$ cat src/rtl/filter_pkg.sv
// Shared definitions for the masked 2D filter datapath: default geometry
// and the two-state FSM encoding used by the kernel-side controllers.
package filter_pkg;
  localparam int PIXEL_BITS = 8;
  localparam int KERNEL_N   = 3;

  typedef enum logic {
    IDLE  = 1'b0,
    SHIFT = 1'b1
  } state_t;
endpackage

$ cat src/rtl/mod_counter.sv
// Modulo counter 0..MAX with clear and increment; wrap flags the terminal
// count so callers can detect the end of a sequence without a comparator.
module mod_counter #(
  parameter  int MAX = 2,
  localparam int W   = (MAX < 1) ? 1 : $clog2(MAX + 1)
) (
  input  logic         clk,
  input  logic         rst,
  input  logic         inc,
  input  logic         clr,
  output logic [W-1:0] count,
  output logic         wrap
);
  assign wrap = (count == W'(MAX));

  // clr wins over inc so a reload on the terminal beat restarts at 0
  always_ff @(posedge clk) begin
    if (!rst)     count <= '0;
    else if (clr) count <= '0;
    else if (inc) count <= wrap ? '0 : count + 1'b1;
  end
endmodule

$ cat src/rtl/window_serializer.sv
// Parallel-in/serial-out window serializer: emits slice 0 first on a
// valid/ready stream; the next window may load on the last beat.
module window_serializer
  import filter_pkg::*;
#(
  parameter int bits = PIXEL_BITS,
  parameter int N    = KERNEL_N
) (
  input  logic              clk,
  input  logic              rst,
  input  logic [bits*N-1:0] in_data,
  input  logic              in_valid,
  output logic              in_ready,
  output logic [bits-1:0]   out_data,
  output logic              out_valid,
  input  logic              out_ready,
  output logic              out_last,
  output logic              busy
);
  localparam int CW = (N < 2) ? 1 : $clog2(N);

  state_t state, state_nxt;
  logic [N-1:0][bits-1:0] sreg;
  logic [CW-1:0] beat_idx_unused;
  logic last, beat, load;

  mod_counter #(.MAX(N - 1)) u_cnt (
    .clk   (clk),
    .rst   (rst),
    .inc   (beat && !last),
    .clr   (load),
    .count (beat_idx_unused),
    .wrap  (last)
  );

  assign out_valid = (state == SHIFT);
  assign busy      = (state == SHIFT);
  assign out_data  = sreg[0];
  assign out_last  = (state == SHIFT) && last;
  assign beat      = out_valid && out_ready;
  // Only combinational in->out path: lets the next window load on the last beat
  assign in_ready  = (state == IDLE) || ((state == SHIFT) && out_ready && last);
  assign load      = in_valid && in_ready;

  always_ff @(posedge clk) begin
    if (!rst) state <= IDLE;
    else      state <= state_nxt;
  end

  always_comb begin
    state_nxt = state;
    case (state)
      IDLE:    if (load) state_nxt = SHIFT;
      SHIFT:   if (beat && last) state_nxt = in_valid ? SHIFT : IDLE;
      default: state_nxt = IDLE;
    endcase
  end

  always_ff @(posedge clk) begin
    if (!rst) begin
      sreg <= '0;
    end else if (load) begin
      sreg <= in_data;
    end else if (beat && !last) begin
      for (int i = 0; i < N - 1; i++) sreg[i] <= sreg[i+1];
      sreg[N-1] <= '0;
    end
  end
endmodule

$ cat config.mk
export PLATFORM = sky130hd
export DESIGN_NAME = window_serializer
export DESIGN_NICKNAME = d
export VERILOG_FILES = /design/src/rtl/filter_pkg.sv /design/src/rtl/mod_counter.sv /design/src/rtl/window_serializer.sv
export SDC_FILE = /design/constraint.sdc
export NUM_CORES = 1
export LEC_CHECK = 0
export CAP_MARGIN = 20
export CORE_MARGIN = 3
export CORE_UTILIZATION = 45
export CTS_CLUSTER_DIAMETER = 50
export DETAILED_ROUTE_END_ITERATION = 6
export HOLD_SLACK_MARGIN = 0.15
export PLACE_DENSITY = 0.71
export SYNTH_ARGS = -nofsm -noshare
export SYNTH_HDL_FRONTEND = slang
export SYNTH_HIERARCHICAL = 1
export SYNTH_SLANG_ARGS = --single-unit
$ cat constraint.sdc
create_clock -name clk -period 2 [get_ports clk]
set_input_delay 0.3 -clock clk [delete_from_list [all_inputs] [get_ports clk]]
set_output_delay 0.3 -clock clk [all_outputs]
set_load 0.03 [all_outputs]
==> Word level (Yosys, flattened, before mapping) <==
Cells that the tools add are included.
{ "classes": {"muxes": 7, "n_mul": 0, "shifts": 0, "reduce_logical": 9, "bitwise_logic": 2, "div_mod_pow": 0, "n_lt_le_gt_ge": 0, "add_sub_neg": 1, "eq_ne": 1} }
{ "ops": {"columns": ["cell", "count"], "rows": [
  ["2-to-1 mux 24 bit", 2],
  ["logical AND 1 bit", 5],
  ["2-to-1 mux 1 bit", 3],
  ["adder 2 x 1 -> 2 bit (second input constant)", 1],
  ["equality test 2 bit (second input constant)", 1],
  ["2-to-1 mux 2 bit", 1],
  ["NOT 1 bit", 2],
  ["one-hot mux 1 bit (2 select lines)", 1],
  ["nonzero test 2 bit", 1],
  ["OR reduction 2 bit", 1],
  ["zero test 1 bit", 1],
  ["logical OR 1 bit", 1]
]} }
{ "totals": {"n_memories": 0, "latch_bits": 0, "input_bits": 28, "mem_bits_ro": 0, "regBits": 27, "ramBits": 0} }

==> Logic depth before layout (Yosys ltp) <==
Gate-level depths: netlist of run 1.
{ "logic_depth": {"word_depth": 6, "mapped_depth": 8} }

==> By module <==
The synthesis of run 1 kept the hierarchy.
{ "modules_own_cells": {"columns": ["mod", "area_per_inst_um2", "cells_each", "instances", "seq_area_each_um2"], "rows": [
  ["window_serializer", 1427.6, 163, 1, 500.5],
  ["mod_counter", 95.1, 10, 1, 40.0]
]} }

==> Least setup slack after synthesis of run 1 <==
Ideal clock, no wire load.
{ "synth_timing": {"path_type": "register to register", "start": "reg state (netlist: busy)", "end": "reg u_cnt.count[0]", "t_arrival_ns": 1.543, "slack_ns": 0.391, "synth_period_minus_slack_ns": 1.609, "stages_incl_launch_ff": 6, "setup_ns": 0.066, "t_required_ns": 1.934, "cell_sequence": "dfxtp_1 -> buf_2 -> nand3b_1 -> inv_1 -> or3b_1 -> a21oi_2"} }
{ "synth_between": {"elab_chain_len": 5} }
{ "synth_lines": {"columns": ["element", "line", "source"], "rows": [
  ["start, declared", "window_serializer.sv:22", "state_t state, state_nxt;"],
  ["start signal, assigned", "window_serializer.sv:47", "else state <= state_nxt;"],
  ["logical AND 1 bit", "window_serializer.sv:40, window_serializer.sv:42", null],
  ["logical AND 1 bit", "window_serializer.sv:42", "assign in_ready = (state == IDLE) || ((state == SHIFT) && out_ready && last);"],
  ["logical OR 1 bit", "window_serializer.sv:42", null],
  ["logical AND 1 bit", "window_serializer.sv:43", "assign load = in_valid && in_ready;"],
  ["OR reduction 2 bit (no source line)", null, null],
  ["end signal, assigned", "mod_counter.sv:20", "else if (inc) count <= wrap ? '0 : count + 1'b1;"],
  ["end, declared", "mod_counter.sv:11", "output logic [W-1:0] count,"]
]} }
Parallel ways exist; a longest one is shown, timed or not.
A chain may end at the register's enable or synchronous reset.

==> Worst setup path in the final report of run 1 <==
{ "layout_timing": {"start": "reg u_cnt.count[1]", "end": "out in_ready"} }
{ "layout_between": {"elab_chain_len": 3} }
{ "layout_lines": {"columns": ["element", "line", "source"], "rows": [
  ["equality test 2 bit", "mod_counter.sv:14", "assign wrap = (count == W'(MAX));"],
  ["net last", "window_serializer.sv:25", "logic last, beat, load;"],
  ["logical AND 1 bit", "window_serializer.sv:42", null],
  ["logical OR 1 bit", "window_serializer.sv:42", null],
  ["end, declared", "window_serializer.sv:13", "output logic in_ready,"]
]} }
The timed path passes the listed nets, and every way through them passes these cells.

==> results of run 1 <==
## worst max-delay path by stage
stage / start / to / slack [ps] / depth (start not counted)
2_1_floorplan: busy$_SDFF_PN0_ / u_cnt/count[0]$_SDFFE_PP0P_ / 390 / 5
3_5_place_dp: busy$_SDFF_PN0_ / sreg[11]$_SDFFE_PN0P_ / 200 / 3
6_report: u_cnt/count[1]$_SDFFE_PP0P_ / in_ready / 150 / 4
4_1_cts: busy$_SDFF_PN0_ / busy / 50 / 1
3_3_place_gp: busy$_SDFF_PN0_ / sreg[9]$_SDFFE_PN0P_ / 240 / 3
5_1_grt: u_cnt/count[1]$_SDFFE_PP0P_ / in_ready / 40 / 4
## logic make-up after synthesis
group,after synthesis
AOI/OAI and AO/OA,36
buffers and inverters,28
muxes,8
DFF,27
and+or+nand+nor,74
## sequential cells by signal (all words and copies together), names as in the netlist
signal	cells
sreg	16
out_data	8
u_cnt/count	2
busy	1
## worst min-delay path, delay by kind of cell (launching register included)
kind	cells	cell delay (ps)
muxes	1	60
and+or+nand+nor	1	60
DFF	1	340
## per-layer routing
layer	vias to the layer above	global-route usage, %	routed length (µm)
li1	667	-	-
met1	635	24.8	1550
met5	-	0	0
met3	4	3.16	181
met4	0	4.22	34
met2	36	31.0	1820
## cell type report
class	instances	area (µm²)	area share [%]
tap	44	55.1	2.90
inverter	3	11.3	0.592
sequential	27	542	28.5
timing repair buffer	46	450	23.7
clock buffer	3	22.5	1.18
multi-input combinational	118	812	42.7
clock inverter	1	7.51	0.395
## power breakdown
| group | internal, mW | leakage (nW) | switching, mW |
|---|---|---|---|
| Sequential | 0.581 | 0.224 | 0.0326 |
| Combinational | 0.163 | 0.487 | 0.150 |
| Clock | 0.0765 | 0.0139 | 0.170 |
| Total | 0.821 | 0.724 | 0.353 |
## stage by stage
stage | hold WS, ps | instance area, µm²
6_report | 490 | 1900
3_5_place_dp | 472 | 1870
5_1_grt | 487 | 1900
3_3_place_gp | 464 | 1870
4_1_cts | 486 | 1900
2_1_floorplan | 439 | 1520
## placed cells by master, fill, tap and decap left out, types with 2 or more instances in the layout
cell | netlist | layout
buf_4 | 10 | 8
clkbuf_4 | 0 | 3
clkdlybuf4s50_1 | 0 | 37
dfxtp_1 | 27 | 26
inv_1 | 2 | 2
mux2i_1 | 8 | 8
nand2_1 | 8 | 8
nand2b_1 | 3 | 3
nand3_1 | 8 | 8
nand3b_1 | 2 | 2
nor2_1 | 16 | 16
nor3b_1 | 16 | 16
o2111a_1 | 16 | 16
o21ai_0 | 11 | 11
o21ai_1 | 5 | 5
or3_1 | 16 | 16
## repair_timing
item,CTS,global route
endpoints found under the hold margin,0,0
gates resized for setup,0,2
hold buffers,0,0
endpoints found under the setup margin,0,18
==> metrics, run 1 <==
Root Buffer=clkbuf_4; # DRC=0; RR Startpoint=u_cnt/count[1]$_SDFFE_PP0P_; Finished Layout Cells=242; largest net degree at the start of global routing=33; Core Box Area=3130 µm²; Post-layout nets=227; Critical Path Start Type=flip-flop; status=finished, final reports clean; Post-Syn Area=1520 µm²; hold path depth=2; setup_tns=0 ps; Synth Area in Compound Gates=19.6%; synthesis-to-finish area growth=24.8%; worst setup margin=around 150 ps; share of the synthesized area in the top cell type=between 30% and 40%; CP Data Required Time=~1700 ps; RSZ-0062 raised after global routing=no; Clock Sinks=27; global-route wire length before repair=6180 µm; synth top area cells=dfxtp_1, o2111a_1, nor3b_1, or3_1, mux2i_1; distinct cell type count after synthesis=27; placer congestion estimate=a little under 0.8; Post-DP HPWL=between 2000 and 2500 µm; fraction of registers with async set or reset after synthesis=0%; postcts setup bufs=0; antenna violations before repair=0; largest family of logic cells by synthesized area=simple AND/OR/NAND/NOR gates; Post-synth top cells=dfxtp_1, nor2_1, nor3b_1, o2111a_1, or3_1; worst slack at placement=201 ps; final setup violation count=0; DR vias=1342; synthesized net count=201; GRT Util Overall=18.5%; starting DRC count in detailed routing=97; share of post-route cells with drive strength above 1=around a tenth; clock tree from TritonCTS=done; reg-to-reg slack, setup=430 ps; Max-Cap Viols=0; H-tree depth=1; die area=4120 µm²; Mapped Cells=173; vias in the first global route=roughly 1300; mux contribution to synthesized area=5.26%; most numerous cell in the Yosys netlist=dfxtp_1; XOR/XNOR Fraction of Synth Area=0%; Setup Crit Path Kind=flip-flop to primary output; Inst Count DP=238; # diodes=0; GR Overflow Total=0; reg2reg end=out_data[3]$_SDFFE_PN0P_; maximum fanout along the worst path=19; skew final=roughly 5.3 ps; sequential fraction of the synthesis area=between 30% and 40%; DR WL/cell=14.8 µm; delay-heaviest family, CP=flip-flops; Power Total=1.17 mW; Reg clk slew, reported paths=150 ps; Post-DRT Antenna Nets=0; slew margin rel.=62.5%; Cell Pwr Density=slightly above 600 nW/µm²; area leader, netlist=dfxtp_1; num ports=40; worst path arrival time=about 1600 ps; Max Fclk=0.542 GHz; Register-to-Register Path Depth=5; Bufs on Longest Clock Path=2; Leak=0.724 nW; Die Width=64.2 µm; worst path cell trace=nor2b_1 -> buf_12 -> a21bo_4 -> buf_4; drt via density=5.55; Tcrit/Tclk final=92.3%; Hold Fails Final Rpt=0; # fillers=~300; Min-Delay Path Class=flip-flop to flip-flop; top_reg_cell synth=dfxtp_1; Min-Delay Endpoint=sreg[19]$_SDFFE_PN0P_; post-synthesis adder-cell area fraction=0%; Die Ht=64.2 µm; Initial Util=48.7%; Min-Delay Startpoint=sreg[19]$_SDFFE_PN0P_; max incr delay on CP=roughly 390 ps; final core utilization=60.8%; Max rail drop VDD=0.343 mV; drt pass-1 iters=4; simple-gate share of the synthesized area=28.3%; Final Slew Violations=0; Ys Warns=6; Clock Latency Late Sink=about 330 ps; CTS Buf Count=3; #FFs+latches synth=27; CP Capture Type=primary output; cell row count=20; EDFF count, synth=0; post-route minimum period=~1800 ps; IO buf count=39; final WL=about 3600 µm; WP buf/inv=2; Crit-path slowest cell=dfxtp_1; Worst Tran Pin Value=559 ps; Post-Syn Area per Cell=8.80 µm²
No activity file was read; power rests on OpenSTA's default activity.
==> run 2: changes to the inputs <==
- GPL_ROUTABILITY_DRIVEN: not set -> 0
==> results of run 2 <==
The final DEF is identical to that of run 1; final timing and power are the same.
